File: config.mk
export PLATFORM = sky130hd
export DESIGN_NAME = pixel_job_scheduler
export DESIGN_NICKNAME = d
export VERILOG_FILES = /design/src/rtl/pixel_job_scheduler.sv
export SDC_FILE = /design/constraint.sdc
export NUM_CORES = 1
export LEC_CHECK = 0
export BUFFER_PORTS_ARGS = -buffer_cell sky130_fd_sc_hd__buf_2
export CORE_UTILIZATION = 60
export DETAILED_ROUTE_END_ITERATION = 16
export PLACE_DENSITY = 0.87
export SETUP_SLACK_MARGIN = 0.05
export SYNTH_ARGS = -nofsm -noshare
export SYNTH_HDL_FRONTEND = slang
export SYNTH_SLANG_ARGS = --single-unit
File: constraint.sdc
create_clock -name aclk -period 4.4 [get_ports aclk]
set_input_delay 0.44 -clock aclk [delete_from_list [all_inputs] [get_ports aclk]]
set_output_delay 0.44 -clock aclk [all_outputs]
set_load 0.05 [all_outputs]
File: src/rtl/pixel_job_scheduler.sv
// Shares NUM_ENGINES iteration engines across one frame: raster-order dispatch, raster-order retire.
// Optional SCHED_STATS_EN adds frame_cycles / stall_cycles counters latched on frame_done.
//
// state   | meaning
// --------+-----------------------------------------------------
// C_IDLE  | waiting for frame_start
// C_RUN   | dispatching jobs, retiring as results arrive
// C_DRAIN | all jobs dispatched, waiting for the last retire
module pixel_job_scheduler #(
    parameter int NUM_ENGINES = 4,
    parameter int X_SIZE      = 640,
    parameter int Y_SIZE      = 480,
    parameter int ITER_W      = 8
) (
    input  logic                          aclk,
    input  logic                          aresetn,
    input  logic                          frame_start,
    output logic                          busy,
    output logic                          frame_done,
    output logic [NUM_ENGINES-1:0]        eng_start,
    output logic [15:0]                   eng_x,
    output logic [15:0]                   eng_y,
    input  logic [NUM_ENGINES-1:0]        eng_done,
    input  logic [NUM_ENGINES*ITER_W-1:0] eng_iter,
    output logic [ITER_W-1:0]             pix_iter,
    output logic                          pix_valid,
    input  logic                          pix_ready,
    output logic                          pix_sof,
    output logic                          pix_eol
`ifdef SCHED_STATS_EN
    ,
    output logic [31:0]                   frame_cycles,
    output logic [31:0]                   stall_cycles
`endif
);

    localparam int PW = (NUM_ENGINES > 1) ? $clog2(NUM_ENGINES) : 1;
    localparam logic [15:0] X_LAST = 16'(X_SIZE - 1);
    localparam logic [15:0] Y_LAST = 16'(Y_SIZE - 1);

    typedef enum logic [1:0] {C_IDLE, C_RUN, C_DRAIN} ctrl_t;
    typedef enum logic [1:0] {S_IDLE, S_RUN, S_DONE} slot_t;

    ctrl_t             ctrl_q, ctrl_d;
    slot_t             slot_q   [NUM_ENGINES];
    logic [ITER_W-1:0] result_q [NUM_ENGINES];
    logic [PW-1:0]     d_ptr, r_ptr;
    logic [15:0]       dx, dy, rx, ry;
    logic              dispatch, retire, start_accept;
    logic              last_disp, last_ret;

    assign start_accept = (ctrl_q == C_IDLE) && frame_start;
    assign last_disp    = (dx == X_LAST) && (dy == Y_LAST);
    assign last_ret     = (rx == X_LAST) && (ry == Y_LAST);

    assign busy      = (ctrl_q != C_IDLE);
    assign pix_valid = (slot_q[r_ptr] == S_DONE);
    assign retire    = pix_valid && pix_ready;
    assign pix_iter  = result_q[r_ptr];
    // Flags are qualified by valid so they stay low while nothing is presented.
    assign pix_sof   = pix_valid && (rx == 16'd0) && (ry == 16'd0);
    assign pix_eol   = pix_valid && (rx == X_LAST);
    assign eng_x     = dx;
    assign eng_y     = dy;

    always_ff @(posedge aclk or negedge aresetn) begin
        if (!aresetn) ctrl_q <= C_IDLE;
        else          ctrl_q <= ctrl_d;
    end

    always_comb begin
        ctrl_d     = ctrl_q;
        dispatch   = 1'b0;
        frame_done = 1'b0;
        case (ctrl_q)
            C_IDLE: begin
                if (frame_start) ctrl_d = C_RUN;
            end
            C_RUN: begin
                dispatch = (slot_q[d_ptr] == S_IDLE);
                if (dispatch && last_disp) ctrl_d = C_DRAIN;
            end
            C_DRAIN: begin
                if (retire && last_ret) begin
                    ctrl_d     = C_IDLE;
                    frame_done = 1'b1;
                end
            end
            default: ctrl_d = C_IDLE;
        endcase
    end

    always_comb begin
        eng_start = '0;
        if (dispatch) eng_start[d_ptr] = 1'b1;
    end

    always_ff @(posedge aclk or negedge aresetn) begin
        if (!aresetn) begin
            d_ptr <= '0;
            r_ptr <= '0;
            dx    <= '0;
            dy    <= '0;
            rx    <= '0;
            ry    <= '0;
        end else if (start_accept) begin
            d_ptr <= '0;
            r_ptr <= '0;
            dx    <= '0;
            dy    <= '0;
            rx    <= '0;
            ry    <= '0;
        end else begin
            if (dispatch) begin
                d_ptr <= d_ptr + PW'(1);
                if (dx == X_LAST) begin
                    dx <= '0;
                    dy <= (dy == Y_LAST) ? 16'd0 : dy + 16'd1;
                end else begin
                    dx <= dx + 16'd1;
                end
            end
            if (retire) begin
                r_ptr <= r_ptr + PW'(1);
                if (rx == X_LAST) begin
                    rx <= '0;
                    ry <= (ry == Y_LAST) ? 16'd0 : ry + 16'd1;
                end else begin
                    rx <= rx + 16'd1;
                end
            end
        end
    end

    // Retire, completion and dispatch each act on a distinct slot state, so the
    // priority order below never actually discards an event.
    always_ff @(posedge aclk or negedge aresetn) begin
        if (!aresetn) begin
            for (int i = 0; i < NUM_ENGINES; i++) begin
                slot_q[i]   <= S_IDLE;
                result_q[i] <= '0;
            end
        end else begin
            for (int i = 0; i < NUM_ENGINES; i++) begin
                if (retire && (r_ptr == PW'(i))) begin
                    slot_q[i] <= S_IDLE;
                end else if (eng_done[i] && (slot_q[i] == S_RUN)) begin
                    slot_q[i]   <= S_DONE;
                    result_q[i] <= eng_iter[i*ITER_W +: ITER_W];
                end else if (dispatch && (d_ptr == PW'(i))) begin
                    slot_q[i] <= S_RUN;
                end
            end
        end
    end

`ifdef SCHED_STATS_EN
    logic [31:0] fc_cnt, st_cnt;
    logic        stall_now;

    assign stall_now = pix_valid && !pix_ready;

    always_ff @(posedge aclk or negedge aresetn) begin
        if (!aresetn) begin
            fc_cnt       <= '0;
            st_cnt       <= '0;
            frame_cycles <= '0;
            stall_cycles <= '0;
        end else if (start_accept) begin
            fc_cnt <= '0;
            st_cnt <= '0;
        end else if (busy) begin
            if (frame_done) begin
                frame_cycles <= fc_cnt + 32'd1;
                stall_cycles <= st_cnt + {31'd0, stall_now};
            end else begin
                fc_cnt <= fc_cnt + 32'd1;
                if (stall_now) st_cnt <= st_cnt + 32'd1;
            end
        end
    end
`endif

endmodule
* Word-level counts from Yosys, hierarchy flattened
Index checks and enable logic that the tools add are counted.
Cells by class: add/subtract/negate cells 6, magnitude comparators 4, eq/ne operators 20, muxes and demuxes 49, bitwise gates (word level) 6, reduce and logical (&&, ||, !) cells 44
Operators by type and width (count):
- 16-bit two-way mux | 14
- 16-bit by 1-bit adder with 16-bit output (second input constant) | 4
- 2-bit two-way mux | 23
- 16-bit by 10-bit == test with 1-bit output (second input constant) | 2
- 16-bit by 9-bit == test with 1-bit output (second input constant) | 2
- 16-bit zero test | 2
- 1-bit logical AND | 22
- 8-bit binary-select mux with 2-bit select | 1
- 8-bit two-way mux | 2
- 2-bit by 1-bit == test with 1-bit output (second input constant) | 7
- 2-bit == test (second input constant) | 6
- 2-bit AND reduction | 6
- 3-bit nonzero test | 4
- 2-bit nonzero test | 5
- 2-bit binary-select mux with 2-bit select | 2
- 2-bit zero test | 4
- 3-bit >= comparator (second input constant) | 2
- 2-bit inequality test (second input constant) | 3
- 2-bit NOT with 3-bit output | 2
- 2-bit one-hot mux with 3 select lines | 1
- 2-bit by 1-bit adder with 2-bit output (second input constant) | 2
- 1-bit two-way mux | 4
- 4-bit two-way mux | 1
- 1-bit NOT | 4
- other kinds (4) | 4
Storage, ports and cells: register bits 110, output and inout port bits 49, logic and storage cells 144

* Logic depth before layout (Yosys ltp)
word-level depth 10, depth in mapped cells 8, gate-level depth less buffers 6

* Least setup slack after synthesis
OpenSTA, ideal clock, no wires.
path kind reg-to-output, start reg r_ptr[1], end out pix_sof, arrival 3230 ps, slack 730 ps, stages on the path, launching flop included 6, cells stage by stage dfrtp_1 > buf_6 > inv_2 > mux4_2 > clkbuf_1 > nor4b_1
On the way: cells in the longest elaborated chain, start to end 7
Ends and longest elaborated chain:
- start, declared | line 47 | logic [PW-1:0] d_ptr, r_ptr;
- start signal, assigned | line 124 | r_ptr <= r_ptr + PW'(1);
- 2-bit NOT with 3-bit output (implied by the code) | line 57 | assign pix_valid = (slot_q[r_ptr] == S_DONE);
- 2-bit binary-select mux with 2-bit select | line 57
- 2-bit two-way mux (implied by the code) (2 in series) | line 57
- 2-bit == test | line 57
- net pix_valid | line 26 | output logic pix_valid,
- 1-bit logical AND (2 in series) | line 61 | assign pix_sof = pix_valid && (rx == 16'd0) && (ry == 16'd0);
- end, declared | line 28 | output logic pix_sof,
The timed path passes the listed nets, and every way through them passes these cells. The select of a mux whose other input is x is not followed.

* Final worst setup path
start reg ry[12], end out frame_done
On the way: cells in the longest elaborated chain, start to end 5
Ends and longest elaborated chain:
- start, declared | line 48 | logic [15:0] dx, dy, rx, ry;
- start signal, assigned | line 127 | ry <= (ry == Y_LAST) ? 16'd0 : ry + 16'd1;
- 16-bit by 9-bit == test with 1-bit output | line 54 | assign last_ret = (rx == X_LAST) && (ry == Y_LAST);
- 1-bit logical AND | line 54
- 1-bit logical AND | line 84 | if (retire && last_ret) begin
- 1-bit two-way mux | line 84
- 1-bit two-way mux | line 75 | case (ctrl_q)
- end, declared | line 19 | output logic frame_done,
Every way passes these cells.

==> results.tsv <==
metric	value	unit
dp.cells	803	
slew_viol_final	0	
synth_top_area_cell	dfrtp_1	
synth_top_area_share	45.2	%
syn_area	0.00609	mm2
crit_path_end	frame_done	
clock_path_buffers	2	
ys.flop_type	dfrtp_1	
clk_latency	0.40	ns
max_stage_delay	0.63	ns
die-area	0.0106	mm2
vdd_drop_max	0.722	mV
syn-instance-count	605	
ios	89	
slew-limit-headroom	19.5	%
cp.required	3.96	ns
final_cell_mix	dfrtp_1, buf_2, nand2_1	
grt_pass1_vias	4904	
globalplace.congestion	0.848	
cp_num_cells	5	
drc	0	
instances_no_fill	819	
rsz0062_at_grt	no	
fin_util	69.2	%
grt_max_degree	76	
layout-drive-gt1-share	24.3	%
path_clk_slew	0.11	ns
critical_path_class	reg -> out	
synth-seq-cells	110	
netlist_top_cells_area	dfrtp_1, mux2_2, mux4_2	
cp_top_family	simple AND/OR/NAND/NOR gates	
drt_iter0_drc	320	
cts_hold_buf	0	
pwr_density_cell	623	mW/mm2
setup_viol	0	
ys_warn_count	0	
diodes	0	
finalSetupTns	0	ns
status	finished clean	
fmax	305	MHz
final_common_cell	dfrtp_1	
via_count	5212	
start_util	62.0	%
cts.sinks	110	
path_max_fanout	5	
hp-class	in -> async	
finClkSkew	0.0166	ns
wl_per_cell	18.0	um
async_reset_ff_share	100	%
via_per_inst	6.36	
critPathBufInv	1	
p_leak	0.00294	uW
cts_buffers	9	
hold_viol_final	0	
worstRegToRegCells	5	
nNetsFinal	735	
start_kind	register	
num-fill-cells	728	
postCtsResizedCells	0	
grt_overflow	0	
setup.worst_path.start	ry[12]	
drv_cap	0	
rr_endpoint	result_q[23]	
cts-root-buf	clkbuf_8	
cp_slowest_cell	or4_1	
synth-seq-area-share	45.2	%
synth_cell_types	62	
ant_nets	0	
min_period	3.28	ns
io_buffer_count	88	
num_rows	36	
timing.reg2reg.setup_slack	1.43	ns
post_cts_buffers	0	
grtUsageTotal	29.1	%
syn-num-nets	659	
timing.hold.ws	0.162	ns
fp.dieH	103	um
firstDrtPassIters	4	
core_area	0.00982	mm2
area_growth	11.6	%
die_w	103	um
arrival	2.84	ns
total_power	4230	uW
synth_edf_count	0	
avgSynthCellArea	10.1	um2
worstPathCellList	or4_1 > or2_2 > or3_1 > nor3b_1 > buf_2	
htreeDepth	3	
antenna_found_initial	0	
cts_tree	yes	
grt_pass1_wl	23500	um
tightest_slew	1.20	ns
period_share	74.6	%
r2r-start	r_ptr[0]	
routed_wl	14700	um
dp_hpwl	10300	um
endpoint_kind	output pin	
how the worst min path moves through the flow:
| stage | start | slack [ns] | end |
|---|---|---|---|
| floorplan | aresetn | 0.14 | ctrl_q[0] |
| global placement | ry[15] | 0.47 | ry[15] |
| detailed placement | ry[15] | 0.48 | ry[15] |
| CTS | aresetn | 0.21 | rx[11] |
| global route | aresetn | 0.24 | rx[11] |
| finish | aresetn | 0.16 | rx[11] |
metal layers:
layer | routed length (um) | global-route usage (%) | vias to the layer above | share of wire, %
met5 | 0 | 0 | - | 0
li1 | - | - | 2415 | -
met2 | 7130 | 45.9 | 209 | 48
met1 | 6260 | 38.9 | 2538 | 43
met3 | 924 | 6.92 | 50 | 6.3
met4 | 414 | 12.0 | 0 | 2.8
Yosys cell counts (all sizes together), types with 7 or more instances:
master  count
dfrtp     110
nand2      50
nor2       43
o21ai      39
a21oi      38
mux2       32
nand3      31
nand4      22
inv        20
clkbuf     16
a31oi      14
ha         14
o31ai      12
or3        12
and3       11
buf        10
mux4       10
nor4       10
or4         9
nor3        8
a21o        7
and4        7
nor2b       7
o22ai       7
registers in the layout, summed over array words and instances, names as in the netlist:
| signal | cells |
|---|---|
| result_q | 32 |
| eng_x | 16 |
| eng_y | 16 |
| rx | 16 |
| ry | 16 |
| slot_q | 8 |
| ctrl_q | 2 |
| d_ptr | 2 |
| r_ptr | 2 |
cells by family after synthesis:
logic type / Yosys count / synth area share [%]
buf+inv: 46 / 3.23
flops: 110 / 45.2
fa+ha+maj: 14 / 2.88
xor+xnor: 8 / 1.15
mux: 45 / 10.6
compound gates: 146 / 15.9
simple gates: 236 / 21.0
power breakdown:
group,total (uW),switching (uW),internal (uW)
Combinational,1970,1280,683
Sequential,1670,345,1320
Clock,602,372,230
Total,4230,2000,2230
area by class of cell:
| type | instances | area [um2] | share of cell area [%] |
|---|---|---|---|
| Clock buffer | 10 | 138 | 2.03 |
| Inverter | 20 | 75.1 | 1.10 |
| Sequential cell | 110 | 2750 | 40.5 |
| Clock inverter | 6 | 55.1 | 0.810 |
| Multi-Input combinational cell | 449 | 3140 | 46.2 |
| Timing Repair Buffer | 91 | 465 | 6.85 |
| Tap cell | 133 | 166 | 2.45 |
stage by stage:
| stage | area (um2) | setup slack, ns |
|---|---|---|
| after CTS | 6790 | 1.11 |
| after global placement | 6600 | 1.58 |
| final | 6790 | 1.12 |
| after detailed placement | 6600 | 1.48 |
| after floorplan | 6090 | 0.730 |
| after global routing | 6790 | 1.02 |
Note: power is estimated with default switching activity, not from simulation.
